==> config.mk <==
export PLATFORM = sky130hd
export DESIGN_NAME = note_recorder
export DESIGN_NICKNAME = d
export VERILOG_FILES = /design/src/rtl/note_recorder.sv
export SDC_FILE = /design/constraint.sdc
export NUM_CORES = 1
export LEC_CHECK = 0
export BUFFER_PORTS_ARGS = -buffer_cell sky130_fd_sc_hd__buf_4
export CAP_MARGIN = 15
export CORE_AREA = 2 2 186 188
export CTS_CLUSTER_DIAMETER = 60
export CTS_CLUSTER_SIZE = 24
export DETAILED_ROUTE_END_ITERATION = 7
export DIE_AREA = 0 0 188 190
export RECOVER_POWER = 50
export SYNTH_ARGS = -nofsm -noshare
export SYNTH_HDL_FRONTEND = slang
export SYNTH_SLANG_ARGS = --single-unit
==> constraint.sdc <==
create_clock -name clk -period 4.9 [get_ports clk]
set_clock_uncertainty 0.15 [all_clocks]
set_input_delay 0.98 -clock clk [delete_from_list [all_inputs] [get_ports clk]]
set_output_delay 0.98 -clock clk [all_outputs]
set_load 0.01 [all_outputs]
==> src/rtl/note_recorder.sv <==
// note_recorder: records hit note fields into a track buffer and plays them back to a sound player.
// Optional feature macro: NOTE_RECORDER_LOOP_EN (playback wraps to entry 0 instead of ending).
// Ports:
//   clk, rst                          clock, synchronous active-high reset
//   en                                block enable, low forces IDLE
//   rec_start, play_start, stop       control pulses
//   hit, octave_in, note_in, length_in  capture pulse and fields
//   note_done                         player finished the current note
//   play_req, octave_out, note_out, length_out  playback request and fields
//   track_len, busy, full, overflow, done       status
module note_recorder #(
   parameter int DEPTH  = 32,
   parameter int OCT_W  = 2,
   parameter int NOTE_W = 3,
   parameter int LEN_W  = 3
) (
   input  logic                       clk,
   input  logic                       rst,
   input  logic                       en,
   input  logic                       rec_start,
   input  logic                       play_start,
   input  logic                       stop,
   input  logic                       hit,
   input  logic [OCT_W-1:0]           octave_in,
   input  logic [NOTE_W-1:0]          note_in,
   input  logic [LEN_W-1:0]           length_in,
   input  logic                       note_done,
   output logic                       play_req,
   output logic [OCT_W-1:0]           octave_out,
   output logic [NOTE_W-1:0]          note_out,
   output logic [LEN_W-1:0]           length_out,
   output logic [$clog2(DEPTH):0]     track_len,
   output logic                       busy,
   output logic                       full,
   output logic                       overflow,
   output logic                       done
);
   localparam int AW = $clog2(DEPTH);
   localparam int LW = AW + 1;
   localparam int W  = OCT_W + NOTE_W + LEN_W;
   typedef enum logic [1:0] {IDLE, RECORD, PLAY, WAIT} state_t;
   state_t state, state_n;
   logic [W-1:0] mem [DEPTH];
   logic [W-1:0] rd_q, fields, fields_n;
   logic [AW-1:0] rd_idx, idx_n;
   logic [LW-1:0] len_n, nxt;
   logic ph, ph_n, ovf_n, req_n, done_n, wr;
   assign nxt = {1'b0, rd_idx} + LW'(1);
   assign octave_out = fields[W-1 -: OCT_W];
   assign note_out   = fields[LEN_W +: NOTE_W];
   assign length_out = fields[LEN_W-1:0];
   always_comb begin
      state_n  = state;
      len_n    = track_len;
      idx_n    = rd_idx;
      ph_n     = 1'b0;
      ovf_n    = overflow;
      req_n    = 1'b0;
      done_n   = 1'b0;
      fields_n = fields;
      wr       = 1'b0;
      if (!en) state_n = IDLE;
      else case (state)
         IDLE:
            if (rec_start) begin
               state_n = RECORD;
               len_n   = '0;
               ovf_n   = 1'b0;
            end else if (play_start) begin
               idx_n = '0;
               if (track_len == '0) done_n = 1'b1;
               else state_n = PLAY;
            end
         RECORD:
            if (stop) state_n = IDLE;
            else if (hit) begin
               if (track_len == LW'(DEPTH)) ovf_n = 1'b1;
               else begin
                  wr    = 1'b1;
                  len_n = track_len + LW'(1);
               end
            end
         // first PLAY cycle loads rd_q from the buffer, second presents it
         PLAY:
            if (stop) state_n = IDLE;
            else if (!ph) ph_n = 1'b1;
            else begin
               req_n    = 1'b1;
               fields_n = rd_q;
               state_n  = WAIT;
            end
         WAIT:
            if (stop) state_n = IDLE;
            else if (note_done) begin
               if (nxt < track_len) begin
                  idx_n   = rd_idx + AW'(1);
                  state_n = PLAY;
               end else begin
`ifdef NOTE_RECORDER_LOOP_EN
                  idx_n   = '0;
                  state_n = PLAY;
`else
                  idx_n   = rd_idx + AW'(1);
                  done_n  = 1'b1;
                  state_n = IDLE;
`endif
               end
            end
         default: state_n = IDLE;
      endcase
   end
   always_ff @(posedge clk) begin
      if (rst) begin
         state     <= IDLE;
         track_len <= '0;
         rd_idx    <= '0;
         ph        <= 1'b0;
         overflow  <= 1'b0;
         play_req  <= 1'b0;
         done      <= 1'b0;
         busy      <= 1'b0;
         full      <= 1'b0;
         fields    <= '0;
      end else begin
         state     <= state_n;
         track_len <= len_n;
         rd_idx    <= idx_n;
         ph        <= ph_n;
         overflow  <= ovf_n;
         play_req  <= req_n;
         done      <= done_n;
         busy      <= state_n != IDLE;
         full      <= len_n == LW'(DEPTH);
         fields    <= fields_n;
      end
   end
   always_ff @(posedge clk) begin
      if (wr) mem[track_len[AW-1:0]] <= {octave_in, note_in, length_in};
      rd_q <= mem[rd_idx];
   end
endmodule
==> metrics.md, run 1 <==
| Metric | Value |
|---|---|
| Min-Delay Path Class | `flop to flop` |
| Total grt overflow | `0` |
| Cell taking the most area after synthesis | `edfxtp_1` |
| Data required, critical path | `4.90 ns` |
| Drt pass-1 iters | `5` |
| Via count | `5807` |
| TritonCTS buffer count | `22` |
| MaxCap Viol Count | `8` |
| Gpl congestion | `0.805` |
| Asr flop ratio synth | `0` |
| Die Ht | `190 µm` |
| Fmax | `310 MHz` |
| Avg Inst Size Synth | `18.4 µm²` |
| Layout Utilization | `0.383` |
| First-pass GRT wire length | `37700 µm` |
| Unrepaired setup endpoints after global routing | `no` |
| Setup TNS | `0 ns` |
| Post-synth EDFFs | `256` |
| Depth of the CTS H-tree | `1` |
| Setup violators final | `0` |
| CORE AREA | `33900 µm²` |
| Post-DR wirelength/cell | `22.0 µm` |
| WL final | `24900 µm` |
| Clk Latency, worst-skew pair | `0.54 ns` |
| Share of cells above drive strength 1 | `0.190` |
| Ys Warns | `0` |
| CTS clk-pin slew, worst paths | `0.08 ns` |
| Share of the synthesized area in the top cell type | `0.659` |
| IO buf count | `34` |
| Cells after synthesis | `633` |
| Peak supply drop | `0.220 mV` |
| Commonest cells post-synth | `256 x edfxtp_1, 64 x mux4_2, 51 x nor2_1` |
| Post-Syn Area | `11700 µm²` |
| PD cells | `357 nW/µm²` |
| CP max-delay cell | `nor2_1` |
| Sequential area share after synthesis | `0.719` |
| Failing checks | `capacitance limit, slew limit` |
| Status | `finished, violations left` |
| Final instance count without filler cells | `1135` |
| Placed Area | `12300 µm²` |
| Ranking of synthesized cells by area | `edfxtp_1 66%, mux4_2 12%, dfxtp_1 6.0%, mux2i_1 2.9%, nor2_1 1.6%` |
| Net count after synthesis | `663` |
| Vias in the first global route | `5879` |
| Initial Util | `0.344` |
| Post-CTS setup buffers | `0` |
| Synth Flop Type | `edfxtp_1` |
| Deepest clock path buffer count | `3` |
| CTS sink cnt | `291` |
| Clock Root Buffer | `clkbuf_16` |
| Count leader, synth | `edfxtp_1` |
| Worst path cell trace | `inv_1 > ha_1 > nand4b_1 > a21oi_1 > nand2_1 > nor2_1` |
| Dpl cells | `1095` |
| Worst Max-Slew Pin Slew | `1.79 ns` |
| 1st-iter DRT viols | `467` |
| Final period util | `0.658` |
| CTS tree | `yes` |
| Slew HR | `-0.194` |
| Antenna cell count | `0` |
| Detail Route Antenna Nets | `0` |
| I/O Pins | `35` |
| Yosys reg bits | `291` |
| Worst Setup Start Kind | `flop` |
| Final net count | `694` |
| CP Max Fanout | `8` |
| Synth-to-layout area growth | `11.3%` |
| PostCTS Resize Cnt | `0` |
| All-Layer GR Usage | `0.140` |
| Final hold violation count | `0` |
| FP Rows | `68` |
| CTS Hold Bufs | `0` |
| Slew Limit Fails | `263` |
| DRC viols | `0` |
| Pleak | `0.00389 µW` |
| Post-synth cell types | `54` |
| Endpoint class of the critical path | `flop` |
| Post-DP HPWL | `16000 µm` |
| Design area | `13000 µm²` |
| Die width | `188 µm` |
| WS Path Type | `flop to flop` |
| Fin crit period | `3.22 ns` |
| DR vias/cell | `5.12` |
| DIE AREA | `35700 µm²` |
| Crit-path max cell delay | `0.70 ns` |
| Initial antenna violation count | `0` |
| Pin count of the biggest net entering global routing | `41` |
| WP data arrival | `3.23 ns` |
==> stage by stage <==
step / hold WS, ns / power, µW / setup WS (ns)
finish: 0.285 / 4630 / 1.68
global placement: 0.277 / 2830 / 1.41
floorplan: 0.267 / 2770 / 2.25
CTS: 0.289 / 4680 / 1.67
global route: 0.308 / 4780 / 1.56
detailed placement: 0.277 / 2830 / 1.34
==> routing by layer <==
metal | track usage | share of wire | wire (µm)
met5 | 0 | 0 | 0
met2 | 0.234 | 0.49 | 12200
met1 | 0.195 | 0.45 | 11200
met3 | 0.0162 | 0.044 | 1110
met4 | 0.0357 | 0.018 | 449
==> critical path, delay by kind of cell (launching register included) <==
| family | cells | cell delay (ns) |
|---|---|---|
| fa+ha+maj | 1 | 0.34 |
| buf+inv | 1 | 0.09 |
| compound gates | 1 | 0.45 |
| flops | 1 | 0.33 |
| simple gates | 3 | 1.48 |
==> state kept, by name, indices dropped and copies added, names as in the netlist <==
name and count:
busy 1, done 1, fields 8, full 1, mem 256, overflow 1
ph 1, play_req 1, rd_idx 5, rd_q 8, state 2, track_len 6
==> cell usage in the layout (no fill, tap or decap), drive strengths merged, types with 5 or more instances in the layout <==
cell      n
a21oi    18
nor3      5
o21ai     5
ha       14
mux2i    34
clkinv    6
a22o      9
nor2     51
nand2    30
a221oi    9
nor2b     7
dfxtp    35
nand3    10
clkbuf   45
edfxtp  256
buf      17
mux4     64
inv      23
==> cell families after synthesis <==
group / synth area share
buffers and inverters: 0.0219
and+or+nand+nor: 0.0497
xor gates and xnor gates: 0.00225
muxes: 0.154
adders and majority gates: 0.0150
DFF: 0.719
AOI/OAI and AO/OA: 0.0388
==> area by class of cell <==
| type | count | area (µm²) |
|---|---|---|
| clock buffer | 23 | 554 |
| clock inverter | 17 | 196 |
| fill | 3075 | 21000 |
| inverter | 12 | 45.0 |
| multi-input combinational | 298 | 3020 |
| sequential | 291 | 8390 |
| tap | 455 | 569 |
| timing repair buffer | 39 | 210 |
==> power breakdown <==
group	internal (µW)	total (µW)	switching (µW)
Combinational	12.7	70.8	58.1
Clock	899	1870	970
Sequential	2690	2690	0.994
Total	3600	4630	1030
==> path summary, 6_finish.rpt <==
path	from	end	slack, ns	depth (start not counted)
max	state[1]	mem[2][5]	1.68	6
min	rd_q[6]	fields[6]	0.29	2
max reg2reg	state[1]	mem[2][5]	1.68	6
min reg2reg	rd_q[6]	fields[6]	0.29	2
Power figures use the tool's default switching activity.
==> run 2: changes to the inputs <==
Clock period 4.9 ns to 2.74 ns, I/O delays scaled along.
==> metrics.md, run 2 (synthesis results as in run 1) <==
| Metric | Value |
|---|---|
| Status | `finished, violations left` |
| Failing checks | `capacitance limit, slew limit` |
| Crit-path max cell delay | `0.48 ns` |
| CP Depth | `7` |
| Pre-CTS worst setup slack | `-0.00419 ns` |
| All-Layer GR Usage | `0.137` |
| Total grt overflow | `0` |
| Synth-to-layout area growth | `14.9%` |
| Die Ht | `190 µm` |
| CTS sink cnt | `291` |
| DRC viols | `0` |
| Initial Util | `0.344` |
| FF+latch area | `8390 µm²` |
| WL final | `24600 µm` |
| Die width | `188 µm` |
| I/O Pins | `35` |
| WP data arrival | `2.70 ns` |
| Setup violators final | `0` |
| Min-Delay Path Class | `primary input to flop` |
| CP Buf/Inv Count | `2` |
| CTS Hold Bufs | `0` |
| Commonest cells after routing, fill and taps aside | `256 x edfxtp_1, 71 x buf_4, 64 x mux4_2` |
| Unrepaired setup endpoints after global routing | `yes` |
| Antenna cell count | `0` |
| Pin count of the biggest net entering global routing | `35` |
| CORE AREA | `33900 µm²` |
| MaxCap Viol Count | `7` |
| DIE AREA | `35700 µm²` |
| Via count | `5905` |
| Detail Route Antenna Nets | `0` |
| Final instance count without filler cells | `1178` |
| R2R Path End | `mem[18][5]` |
| Final hold violation count | `0` |
| PD cells | `624 nW/µm²` |
| Drt pass-1 iters | `5` |
| First-pass GRT wire length | `37200 µm` |
| Clock Root Buffer | `clkbuf_16` |
| Fin crit period | `2.61 ns` |
| Worst path cell trace | `inv_1 > ha_1 > nor4b_4 > a21oi_1 > nand2_1 > nor2_1 > buf_4` |
| Worst Setup Start Kind | `flop` |
| TritonCTS buffer count | `23` |
| Gpl congestion | `0.803` |
| FP Rows | `68` |
| Initial antenna violation count | `0` |
| Total power | `8370 µW` |
| Pleak | `0.00420 µW` |
| Reg2reg setup slack | `0.13 ns` |
| Vias in the first global route | `5965` |
| Slew Limit Fails | `198` |
| Max FFs per register | `256` |
| Final period util | `0.954` |
| Clk Latency, worst-skew pair | `0.52 ns` |
| Data required, critical path | `2.82 ns` |
| Depth of the CTS H-tree | `1` |
| Endpoint class of the critical path | `flop` |
| Fmax | `382 MHz` |
| 1st-iter DRT viols | `656` |
| Deepest clock path buffer count | `3` |
| Final net count | `737` |
| CP Launch Point | `track_len[1]` |
| Post-DR wirelength/cell | `20.9 µm` |
| CTS clk-pin slew, worst paths | `0.09 ns` |
| CTS tree | `yes` |
| DR vias/cell | `5.01` |
| Slew HR | `-0.0955` |
| WS Path Type | `flop to flop` |
| Peak supply drop | `0.486 mV` |
| CP Max Fanout | `8` |
| Reg2Reg Depth | `7` |
| Post-CTS setup buffers | `0` |
| IO buf count | `34` |
| Crit path to | `mem[18][5]` |
| Fill cells | `3052` |
| Commonest non-fill, non-tap cell in the layout | `edfxtp_1` |
| Delay-heaviest family, CP | `simple AND/OR/NAND/NOR gates` |
| Final hold slack | `0.207 ns` |
| CP max-delay cell | `nand2_1` |
| Area of the multi-input gates | `3030 µm²` |
| R2r startpoint | `track_len[1]` |
| Worst Max-Slew Pin Slew | `1.64 ns` |
| Setup ws final | `0.126 ns` |
| Share of cells above drive strength 1 | `0.259` |
| PostCTS Resize Cnt | `0` |
| Dpl cells | `1137` |
| Post-DP HPWL | `15700 µm` |
| Setup TNS | `0 ns` |
==> run 2: worst min-delay path by stage <==
stage / endpoint / depth (start not counted) / start
after floorplan: fields[0] / 2 / rd_q[0]
after global placement: fields[7] / 2 / rd_q[7]
after detailed placement: fields[7] / 2 / rd_q[7]
after CTS: ph / 4 / stop
after global routing: rd_idx[0] / 2 / rst
final: ph / 4 / stop
==> run 2: report_power, final <==
part           switching (µW)  total [µW]  internal, µW
Clock                    1650        3420          1770
Sequential               1.47        4820          4820
Combinational             100         126          25.9
Total                    1750        8370          6610
==> run 2: worst min-delay path, stage by stage <==
cell,delay [ns]
buf_4,0.11
nor2_1,0.08
nand2_1,0.07
nor3_1,0.04
==> run 2: through the flow <==
stage / utilization / area [µm²]
finish: 0.395 / 13400
global route: 0.395 / 13400
CTS: 0.396 / 13400
detailed placement: 0.373 / 12700
global placement: 0.373 / 12700
floorplan: - / 11700
==> run 2: layout make-up <==
type	instances	share of cell area
Sequential cell	291	0.626
Clock inverter	16	0.0126
Inverter	12	0.00336
Tap cell	455	0.0424
Multi-Input combinational cell	298	0.226
Clock buffer	25	0.0451
Timing Repair Buffer	81	0.0450
==> run 2: per-layer routing <==
| metal | part of all wire | vias up | global-route usage |
|---|---|---|---|
| met5 | 0 | - | 0 |
| met4 | 0.024 | 0 | 0.0421 |
| met3 | 0.052 | 33 | 0.0207 |
| met2 | 0.47 | 177 | 0.217 |
| met1 | 0.45 | 3009 | 0.197 |
| li1 | - | 2686 | - |
==> run 3: changes to the inputs <==
Settings changed: CAP_MARGIN 15 to 5.
Clock period 2.74 ns to 2.43 ns, I/O delays scaled along.
==> metrics.md, run 3 (synthesis results as in run 1) <==
| Metric | Value |
|---|---|
| Status | `finished, violations left` |
| Failing checks | `capacitance limit, slew limit` |
| Worst Max-Slew Pin Slew | `1.67 ns` |
| Pleak | `0.00427 µW` |
| Dpl cells | `1147` |
| PostCTS Resize Cnt | `0` |
| Post-DR wirelength/cell | `20.6 µm` |
| Deepest clock path buffer count | `3` |
| Fmax | `436 MHz` |
| Unrepaired setup endpoints after global routing | `no` |
| Delay-heaviest family, CP | `simple AND/OR/NAND/NOR gates` |
| WL final | `24600 µm` |
| Drt pass-1 iters | `5` |
| Commonest non-fill, non-tap cell in the layout | `edfxtp_1` |
| Initial Util | `0.344` |
| Fin crit period | `2.29 ns` |
| CORE AREA | `33900 µm²` |
| Via count | `5924` |
| DIE AREA | `35700 µm²` |
| CTS sink cnt | `291` |
| Slew Limit Fails | `165` |
| Total power | `9910 µW` |
| IO buf count | `34` |
| Setup ws final | `0.137 ns` |
| WS Path Type | `flop to flop` |
| Synth-to-layout area growth | `16.9%` |
| TritonCTS buffer count | `26` |
| Depth of the CTS H-tree | `1` |
| Worst path cell trace | `buf_12 > and4_1 > ha_1 > nand4_1 > o221ai_1 > a32oi_1 > nor3_1` |
| I/O Pins | `35` |
| Final hold violation count | `0` |
| DR vias/cell | `4.96` |
| Slew HR | `-0.113` |
| Gpl congestion | `0.861` |
| Layout Utilization | `0.402` |
| PD cells | `727 nW/µm²` |
| Final hold slack | `0.121 ns` |
| 1st-iter DRT viols | `491` |
| Detail Route Antenna Nets | `0` |
| Endpoint class of the critical path | `flop` |
| Die Ht | `190 µm` |
| Max FFs per register | `256` |
| Final net count | `750` |
| Crit-path max cell delay | `0.38 ns` |
| First-pass GRT wire length | `38400 µm` |
| Worst Setup Start Kind | `flop` |
| Final instance count without filler cells | `1195` |
| Initial antenna violation count | `0` |
| Min-Delay Path Class | `primary input to flop` |
| Share of cells above drive strength 1 | `0.266` |
| Total grt overflow | `0` |
| FP Rows | `68` |
| Post-DP HPWL | `15200 µm` |
| CTS Hold Bufs | `0` |
| MaxCap Viol Count | `6` |
| Commonest cells after routing, fill and taps aside | `256 x edfxtp_1, 69 x buf_4, 64 x mux4_2` |
| Setup violators final | `0` |
| Post-CTS setup buffers | `0` |
| Clk Latency, worst-skew pair | `0.55 ns` |
| CP Max Fanout | `65` |
| All-Layer GR Usage | `0.142` |
| Data required, critical path | `2.73 ns` |
| Antenna cell count | `0` |
| CP max-delay cell | `dfxtp_2` |
| WP data arrival | `2.59 ns` |
| CP Buf/Inv Count | `1` |
| Clock Root Buffer | `clkbuf_16` |
| Pin count of the biggest net entering global routing | `66` |
| Pre-CTS worst setup slack | `0.168 ns` |
| Peak supply drop | `0.502 mV` |
| DRC viols | `0` |
| CTS tree | `yes` |
| Die width | `188 µm` |
| Final period util | `0.944` |
| Vias in the first global route | `6134` |
| CTS clk-pin slew, worst paths | `0.09 ns` |
[run 3: cell count changes in the layout (fill, tap and decap cells not counted), moves of 2 or more]
cell / before / now
clkbuf_1: 9 / 18
inv_12: 2 / 4
clkinv_8: 0 / 4
clkbuf_16: 24 / 26
buf_12: 2 / 4
clkinv_4: 2 / 4
buf_4: 71 / 69
[run 3: layer usage]
metal / vias to the layer above / global-route usage / routed length (µm)
met3: 37 / 0.0223 / 1010
met1: 3040 / 0.204 / 11600
met5: - / 0 / 0
met2: 126 / 0.225 / 11400
li1: 2721 / - / -
met4: 0 / 0.0357 / 550
[run 3: cell type report]
type / count / area (µm²)
Clock inverter: 22 / 283
Clock buffer: 26 / 651
Fill cell: 3052 / 20300
Timing Repair Buffer: 91 / 666
Multi-Input combinational cell: 298 / 3030
Tap cell: 455 / 569
Sequential cell: 291 / 8390
Inverter: 12 / 45.0
[run 3: stage by stage]
stage	area (µm²)	TNS (ns)
3_5_place_dp	12800	0
2_1_floorplan	11700	-2.94
4_1_cts	13700	0
3_3_place_gp	12800	0
6_report	13600	0
5_1_grt	13600	0
[run 3: worst paths after layout]
check                                  to  depth (start not counted)       from  slack (ns)
worst max-delay path                 done                          7  rd_idx[1]        0.14
worst max register to register       done                          7  rd_idx[1]        0.14
worst min register to register  fields[5]                          2    rd_q[5]        0.30
worst min-delay path                   ph                          4       stop        0.12
[run 3: power by group]
part	internal, µW	switching (µW)	total (µW)	leakage (µW)
Clock	2160	2180	4340	0.000442
Combinational	29.2	112	141	0.00124
Sequential	5430	1.78	5430	0.00259
[run 3: worst register-to-register path: stages, from the launching register on]
cell and delay [ns]:
dfxtp_2 0.38, buf_12 0.32, and4_1 0.39, ha_1 0.16
nand4_1 0.10, o221ai_1 0.29, a32oi_1 0.15, nor3_1 0.24
